### src/rtl/decoder_3to8_pulse.sv
// Registered 3-to-8 decoder: each accepted code becomes a one-hot pulse of PULSE_LEN cycles,
// followed by GAP_LEN idle cycles, with a done strobe on normal completion.
module decoder_3to8_pulse #(
  parameter int unsigned PULSE_LEN = 4,
  parameter int unsigned GAP_LEN   = 1
) (
  input  logic       clk,
  input  logic       rst_n,
  input  logic       e,
  input  logic [2:0] a,
  input  logic       valid,
  output logic       ready,
  output logic [7:0] y,
  output logic       busy,
  output logic       done
);

  typedef enum logic [1:0] {
    StIdle,
    StPulse,
    StGap
  } state_e;

  localparam logic [7:0] PulseInit = 8'(PULSE_LEN - 1);
  // Only meaningful when GAP_LEN > 0; the gap state is skipped otherwise.
  localparam logic [7:0] GapInit   = 8'(GAP_LEN - 1);
  localparam bit         HasGap    = (GAP_LEN != 0);

  state_e     state_q;
  logic [7:0] cnt_q;
  logic [2:0] a_q;
  logic [7:0] y_q;
  logic       done_q;

  always_ff @(posedge clk or negedge rst_n) begin
    if (!rst_n) begin
      state_q <= StIdle;
      cnt_q   <= 8'd0;
      a_q     <= 3'd0;
      y_q     <= 8'd0;
      done_q  <= 1'b0;
    end else begin
      done_q <= 1'b0;
      unique case (state_q)
        StIdle: begin
          y_q <= 8'd0;
          if (valid && e) begin
            a_q     <= a;
            cnt_q   <= PulseInit;
            state_q <= StPulse;
            // Load the one-hot now so it is visible for every PULSE cycle.
            y_q     <= 8'd1 << a;
          end
        end
        StPulse: begin
          if (!e) begin
            state_q <= StIdle;
            y_q     <= 8'd0;
            cnt_q   <= 8'd0;
          end else if (cnt_q == 8'd0) begin
            y_q <= 8'd0;
            if (HasGap) begin
              state_q <= StGap;
              cnt_q   <= GapInit;
            end else begin
              state_q <= StIdle;
              done_q  <= 1'b1;
            end
          end else begin
            y_q   <= 8'd1 << a_q;
            cnt_q <= cnt_q - 8'd1;
          end
        end
        StGap: begin
          y_q <= 8'd0;
          if (!e) begin
            state_q <= StIdle;
            cnt_q   <= 8'd0;
          end else if (cnt_q == 8'd0) begin
            state_q <= StIdle;
            done_q  <= 1'b1;
          end else begin
            cnt_q <= cnt_q - 8'd1;
          end
        end
        default: begin
          state_q <= StIdle;
          y_q     <= 8'd0;
          cnt_q   <= 8'd0;
        end
      endcase
    end
  end

  assign ready = (state_q == StIdle) && e;
  assign busy  = (state_q != StIdle);
  assign y     = y_q;
  assign done  = done_q;

endmodule

### config.mk
export PLATFORM = sky130hd
export DESIGN_NAME = decoder_3to8_pulse
export DESIGN_NICKNAME = d
export VERILOG_FILES = /design/src/rtl/decoder_3to8_pulse.sv
export SDC_FILE = /design/constraint.sdc
export NUM_CORES = 1
export LEC_CHECK = 0
export ABC_CLOCK_PERIOD_IN_PS = 2100
export BUFFER_PORTS_ARGS = -buffer_cell sky130_fd_sc_hd__buf_2
export CORE_ASPECT_RATIO = 0.7
export CORE_MARGIN = 4
export CORE_UTILIZATION = 40
export DETAILED_ROUTE_END_ITERATION = 7
export GPL_TIMING_DRIVEN = 0
export PLACE_DENSITY = 0.57
export SYNTH_ARGS = -nofsm -noshare
export SYNTH_HDL_FRONTEND = slang
export SYNTH_SLANG_ARGS = --single-unit
### constraint.sdc
create_clock -name clk -period 2.1 [get_ports clk]
set_input_delay 0.21 -clock clk [delete_from_list [all_inputs] [get_ports clk]]
set_output_delay 0.21 -clock clk [all_outputs]
set_load 0.01 [all_outputs]
==> results of run 1 <==
-- area by class of cell --
type | instances | area [um2]
clock buffers | 3 | 41.3
flip-flops and latches | 22 | 551
multi-input cells | 90 | 604
repair buffers | 26 | 155
fillers | 274 | 1370
clock inverters | 1 | 30.0
well taps | 36 | 45.0
plain buffers | 4 | 26.3
inverters | 5 | 18.8
-- metrics by stage --
stage	instances	worst slack, ns	util (%)
6_report	187	0.0647	51.8
5_1_grt	187	0.0129	51.8
2_1_floorplan	121	0.186	-
3_3_place_gp	174	0.0258	46.8
4_1_cts	179	0.0128	49.6
3_5_place_dp	174	0.0108	46.8
-- logic make-up after synthesis --
family                     Yosys count
and+or+nand+nor                     49
muxes                                3
AOI/OAI and AO/OA                   35
xor gates and xnor gates             1
buffers and inverters                9
DFF                                 22
adders and majority gates            2
-- cell usage in the layout (no fill, tap or decap), types with 2 or more instances in the layout --
master    netlist  routed
a21oi_1         8       8
buf_2           3      20
buf_4           0       8
clkbuf_8        0       3
dfrtp_1        22      22
ha_1            2       2
inv_1           5       3
inv_2           0       2
mux2_2          2       2
nand2_1        10      10
nand2b_1        8       8
nand3_1         3       3
nor2_1          6       6
nor3_1          4       4
nor4_1          2       2
o21ai_0         6       6
o21bai_1        2       2
o22ai_1         6       6
o31ai_1         2       2
o32ai_1         2       2
or2_2           2       2
or3_2           2       2
or4_1           2       2
-- worst max-delay path by stage --
stage | from | to | slack (ns)
2_1_floorplan | cnt_q[0] | cnt_q[1] | 0.19
3_3_place_gp | cnt_q[0] | cnt_q[1] | 0.03
3_5_place_dp | cnt_q[0] | cnt_q[1] | 0.01
4_1_cts | cnt_q[0] | cnt_q[1] | 0.01
5_1_grt | cnt_q[1] | cnt_q[1] | 0.01
6_report | cnt_q[0] | cnt_q[1] | 0.06
-- routing by layer --
metal / track usage (%) / vias to the layer above / wire (um)
met2: 17.8 / 34 / 1040
met5: 0 / - / 0
met3: 4.66 / 2 / 228
met1: 24.3 / 475 / 1490
met4: 2.71 / 0 / 13
li1: - / 507 / -
-- power groups by stage --
stage          Clock, W  Sequential (W)  Combinational, W
3_5_place_dp          0        0.000589          0.000549
3_3_place_gp          0        0.000587          0.000547
6_report       0.000395        0.000585          0.000668
5_1_grt        0.000425        0.000596          0.000742
2_1_floorplan         0        0.000575          0.000419
4_1_cts        0.000401        0.000580          0.000556
-- worst max-delay path, cell delays in order, from the launching register on --
cell	delay [ns]
dfrtp_1	0.43
inv_2	0.09
ha_1	0.16
or4b_4	0.51
o31ai_4	0.33
buf_6	0.16
o21ba_1	0.15
a22oi_2	0.13
-- sequential cells by signal, summed over array words and instances (netlist names) --
signal / cells
done: 1
a_q: 3
state_q: 2
y: 8
cnt_q: 8
-- what timing repair did --
action / in CTS / in global routing
setup buffers: 0 / 7
pin swaps: 1 / 1
gates resized for setup: 0 / 3
hold buffers: 1 / 0
gates cloned: 0 / 1
endpoints found under the hold margin: 22 / 0
endpoints found under the setup margin: 1 / 17
==> impl_metrics.env, run 1 <==
export IMPL_status="finished clean"
export IMPL_reg2reg_to="cnt_q[1]"
export IMPL_dominantRegCellSynth="dfrtp_1"
export IMPL_rsz0062_at_grt="no"
export IMPL_cts_buffers=3
export IMPL_die_h_um=53.8
export IMPL_whs_ns=0.237
export IMPL_skew_ns=0.00190
export IMPL_root_buffer="clkbuf_8"
export IMPL_synthSimpleGateAreaFrac_pct=23.8
export IMPL_comb_power_share_pct=40.5
export IMPL_synth_top_area_share_pct=45.9
export IMPL_final_hold_viol_count=0
export IMPL_antenna_found_initial=0
export IMPL_swShare_pct=34.9
export IMPL_worstPathRequired_ns=2.29
export IMPL_yosysMostFrequentCell="dfrtp_1"
export IMPL_placed_area_um2=1330
export IMPL_die_x_um=73.5
export IMPL_path_max_fanout=5
export IMPL_min_period_over_period_pct=96.9
export IMPL_drt_first_pass_iters=4
export IMPL_clk_pin_slew_ns=0.08
export IMPL_grt_pass1_vias=874
export IMPL_crit_type="reg -> reg"
export IMPL_worst_setup_path_start_kind="flip-flop"
export IMPL_synth_seq_cells=22
export IMPL_ys_seq_area_share_pct=45.9
export IMPL_fp_row_count=16
export IMPL_fin_area_um2=1470
export IMPL_cp_end_kind="flip-flop"
export IMPL_wl_um=2770
export IMPL_numClockSinks=22
export IMPL_p_total_w=0.00165
export IMPL_power_density_nw_per_um2=1120
export IMPL_synthDistinctLibCells=42
export IMPL_synthMuxAreaShare_pct=2.71
export IMPL_synthAdderAreaFrac_pct=2.09
export IMPL_clockPowerShare_pct=24.0
export IMPL_wl_per_cell_um=14.8
export IMPL_final_layout_size_suffix_gt1_share_pct=31.8
export IMPL_whs_path_depth=2
export IMPL_drc_errors=0
export IMPL_cts_tree="built"
export IMPL_grtUsageTotal_pct=14.7
export IMPL_avgSynthCellArea_um2=9.92
export IMPL_async_reset_ff_share_pct=100
export IMPL_syn_area_um2=1200
export IMPL_cap_violations=0
export IMPL_r2r_start="cnt_q[0]"
export IMPL_hp_start="a[1]"
export IMPL_synth_edf_count=0
export IMPL_ys_warn_count=0
export IMPL_clkLatencyLatePin_ns=0.26
export IMPL_relSlewSlack_pct=60.4
export IMPL_initial_core_util_pct=42.2
export IMPL_synth_compound_area_share_pct=21.1
export IMPL_synth_top_family_by_area="simple AND/OR/NAND/NOR gates"
export IMPL_pwr_share_seq_pct=35.5
export IMPL_rrSetupSlack_ns=0.06
export IMPL_fin_nets=161
export IMPL_grt_pass1_wl_um=4310
export IMPL_vias=1018
export IMPL_synth_area_top_cells="dfrtp_1, nand2b_1, a21oi_1"
export IMPL_ir_drop_uv=551
export IMPL_postSynthCellCount=121
export IMPL_yosysTopAreaCell="dfrtp_1"
export IMPL_grt_max_degree=23
export IMPL_grt_overflow_total=0
export IMPL_holdCritPathClass="in -> reg"
export IMPL_dp_hpwl_um=1990
export IMPL_viasPerCell=5.44
export IMPL_synth_nets=130
export IMPL_io_buffers=17
export IMPL_switching_power_w=0.000575
export IMPL_clockBufferDepth=2
export IMPL_dieArea_um2=3950
export IMPL_fmax_ghz=0.491
export IMPL_leakage_nw=0.698
export IMPL_core_area_um2=2840
export IMPL_drt_initial_drc_count=48
export IMPL_cts_max_level=1
export IMPL_period_minus_slack_ns=2.04
export IMPL_netlist_top_cells_count="dfrtp_1, nand2_1, a21oi_1, nand2b_1"
export IMPL_totalNegativeSetupSlack_ns=0
export IMPL_tightest_slew_ns=0.586
export IMPL_crit_arrival_ns=2.23
export IMPL_n_antenna_cell=0
export IMPL_routabilityCongestion=0.847
export IMPL_synthXorXnorAreaFrac_pct=0.730
export IMPL_setup_viol=0
export IMPL_syn_to_final_growth_pct=22.6
export IMPL_io_pins=18
export IMPL_whs_endpoint="a_q[1]"
export IMPL_p_int_w=0.00107
export IMPL_maxSlewViolCount=0
export IMPL_r2r_cells=7
export IMPL_ant_nets=0
Power figures use the tool's default switching activity.
==> inputs of run 2 (changes only) <==
- CORE_ASPECT_RATIO: 0.7 -> 0.8
- CORE_UTILIZATION: 40 -> 50
- PLACE_DENSITY: 0.57 -> 0.69
==> impl_metrics.env, run 2 (synthesized netlist as in run 1, its figures left out) <==
export IMPL_maxSlewViolCount=0
export IMPL_numClockSinks=22
export IMPL_holdCritPathClass="in -> reg"
export IMPL_io_pins=18
export IMPL_rsz0062_at_grt="no"
export IMPL_cts_buffers=3
export IMPL_totalNegativeSetupSlack_ns=0
export IMPL_fp_row_count=15
export IMPL_core_area_um2=2210
export IMPL_initial_core_util_pct=54.2
export IMPL_final_common_cell="dfrtp_1"
export IMPL_switching_power_w=0.000523
export IMPL_cpPeakStageDelay_ns=0.50
export IMPL_viasPerCell=6.01
export IMPL_nFillCells=202
export IMPL_min_period_over_period_pct=94.7
export IMPL_cap_violations=0
export IMPL_crit_arrival_ns=2.23
export IMPL_grt_pass1_vias=921
export IMPL_grtUsageTotal_pct=17.1
export IMPL_setup_viol=0
export IMPL_relSlewSlack_pct=67.1
export IMPL_clkLatencyLatePin_ns=0.30
export IMPL_wl_um=2470
export IMPL_leakage_nw=0.655
export IMPL_power_density_nw_per_um2=1050
export IMPL_drt_initial_drc_count=44
export IMPL_rrSetupSlack_ns=0.11
export IMPL_clockBufferDepth=2
export IMPL_skew_ns=0.00481
export IMPL_fmax_ghz=0.503
export IMPL_antenna_found_initial=0
export IMPL_worst_setup_path_start_kind="flip-flop"
export IMPL_grt_max_degree=23
export IMPL_comb_power_share_pct=37.5
export IMPL_vias=1010
export IMPL_tightest_slew_ns=0.486
export IMPL_dp_hpwl_um=1910
export IMPL_status="finished clean"
export IMPL_syn_to_final_growth_pct=14.9
export IMPL_fin_nets=153
export IMPL_path_max_fanout=10
export IMPL_swShare_pct=36.0
export IMPL_drc_errors=0
export IMPL_cts_max_level=1
export IMPL_routabilityCongestion=0.808
export IMPL_period_minus_slack_ns=1.99
export IMPL_grt_overflow_total=0
export IMPL_worstPathRequired_ns=2.34
export IMPL_p_int_w=0.000931
export IMPL_dieArea_um2=3250
export IMPL_wl_per_cell_um=14.7
export IMPL_cp_end_kind="flip-flop"
export IMPL_pwr_share_seq_pct=40.4
export IMPL_drt_first_pass_iters=4
export IMPL_n_antenna_cell=0
export IMPL_die_x_um=62.8
export IMPL_grt_pass1_wl_um=4350
export IMPL_io_buffers=17
export IMPL_post_cts_buffers=0
export IMPL_final_hold_viol_count=0
export IMPL_ir_drop_uv=535
export IMPL_cp_cell_sequence="inv_2, ha_1, or4b_4, o31ai_4, buf_6, o21ba_1, a22oi_2"
export IMPL_p_total_w=0.00145
export IMPL_critical_path_slowest_cell="or4b_4"
export IMPL_root_buffer="clkbuf_4"
export IMPL_cts_tree="built"
export IMPL_layout_cells_most_common_list="dfrtp_1, buf_2, nand2_1"
export IMPL_clockPowerShare_pct=22.1
export IMPL_die_h_um=51.8
export IMPL_ant_nets=0
export IMPL_final_layout_size_suffix_gt1_share_pct=27.3
export IMPL_clk_pin_slew_ns=0.12
export IMPL_crit_type="reg -> reg"
-- run 2: cell types whose count changed in the layout (fill, tap and decap cells not counted) --
cell and delta:
inv_1 +1, clkbuf_4 +3, buf_4 -8, inv_2 -1, clkbuf_8 -3
-- run 2: timing repair --
action	4_1_cts	5_1_grt
hold buffers	1	0
hold endpoints to repair	22	0
endpoints found under the setup margin	0	16
gates resized for setup	0	1
-- run 2: worst paths after layout --
path	startpoint	to	cells past startpoint
min	a[1]	a_q[1]	2
min in group asynchronous	rst_n	cnt_q[2]	2
max	cnt_q[0]	cnt_q[1]	7
max reg2reg	cnt_q[0]	cnt_q[1]	7
min reg2reg	a_q[2]	a_q[2]	2
max in group asynchronous	rst_n	cnt_q[0]	2
-- run 2: routing by layer --
layer | share of wire [%] | GRT usage [%] | wire (um) | vias up
met5 | 0 | 0 | 0 | -
met4 | 0.57 | 2.20 | 14 | 0
met3 | 6.8 | 5.18 | 169 | 2
met2 | 43 | 27.8 | 1060 | 42
met1 | 50 | 23.2 | 1230 | 474
li1 | - | - | - | 492
-- run 2: critical path: cells and delay by family (launching register included) --
kind	cells	cell delay, ns
flip-flops	1	0.44
adder cells (fa/ha/maj)	1	0.16
buffers and inverters	2	0.29
AND/OR/NAND/NOR	1	0.50
AO/OA/AOI/OAI	3	0.53
-- run 2: power groups by stage --
stage | sequential [W] | combinational (W) | clock, W
after floorplan | 0.000575 | 0.000419 | 0
after global placement | 0.000587 | 0.000528 | 0
after detailed placement | 0.000591 | 0.000543 | 0
after CTS | 0.000584 | 0.000545 | 0.000329
after global routing | 0.000603 | 0.000612 | 0.000349
final | 0.000588 | 0.000545 | 0.000322
-- run 2: per-stage QoR --
step	setup slack (ns)	area, um2	std cells	util [%]	hold WS, ns
floorplan	0.186	1200	121	-	-0.0856
global placement	0.0327	1320	163	59.4	0.193
detailed placement	0.0300	1320	163	59.4	0.199
CTS	0.0108	1380	168	62.3	0.191
global route	0.000893	1380	168	62.3	0.187
finish	0.110	1380	168	62.3	0.193
-- run 2: area by class of cell --
class / instances / area [um2] / area share (%)
Clock buffer: 3 / 22.5 / 1.63
Timing Repair Buffer: 18 / 95.1 / 6.90
Inverter: 5 / 18.8 / 1.36
Multi-Input combinational cell: 90 / 604 / 43.8
Buffer: 4 / 26.3 / 1.91
Clock inverter: 1 / 30.0 / 2.18
Sequential cell: 22 / 551 / 39.9
Tap cell: 25 / 31.3 / 2.27
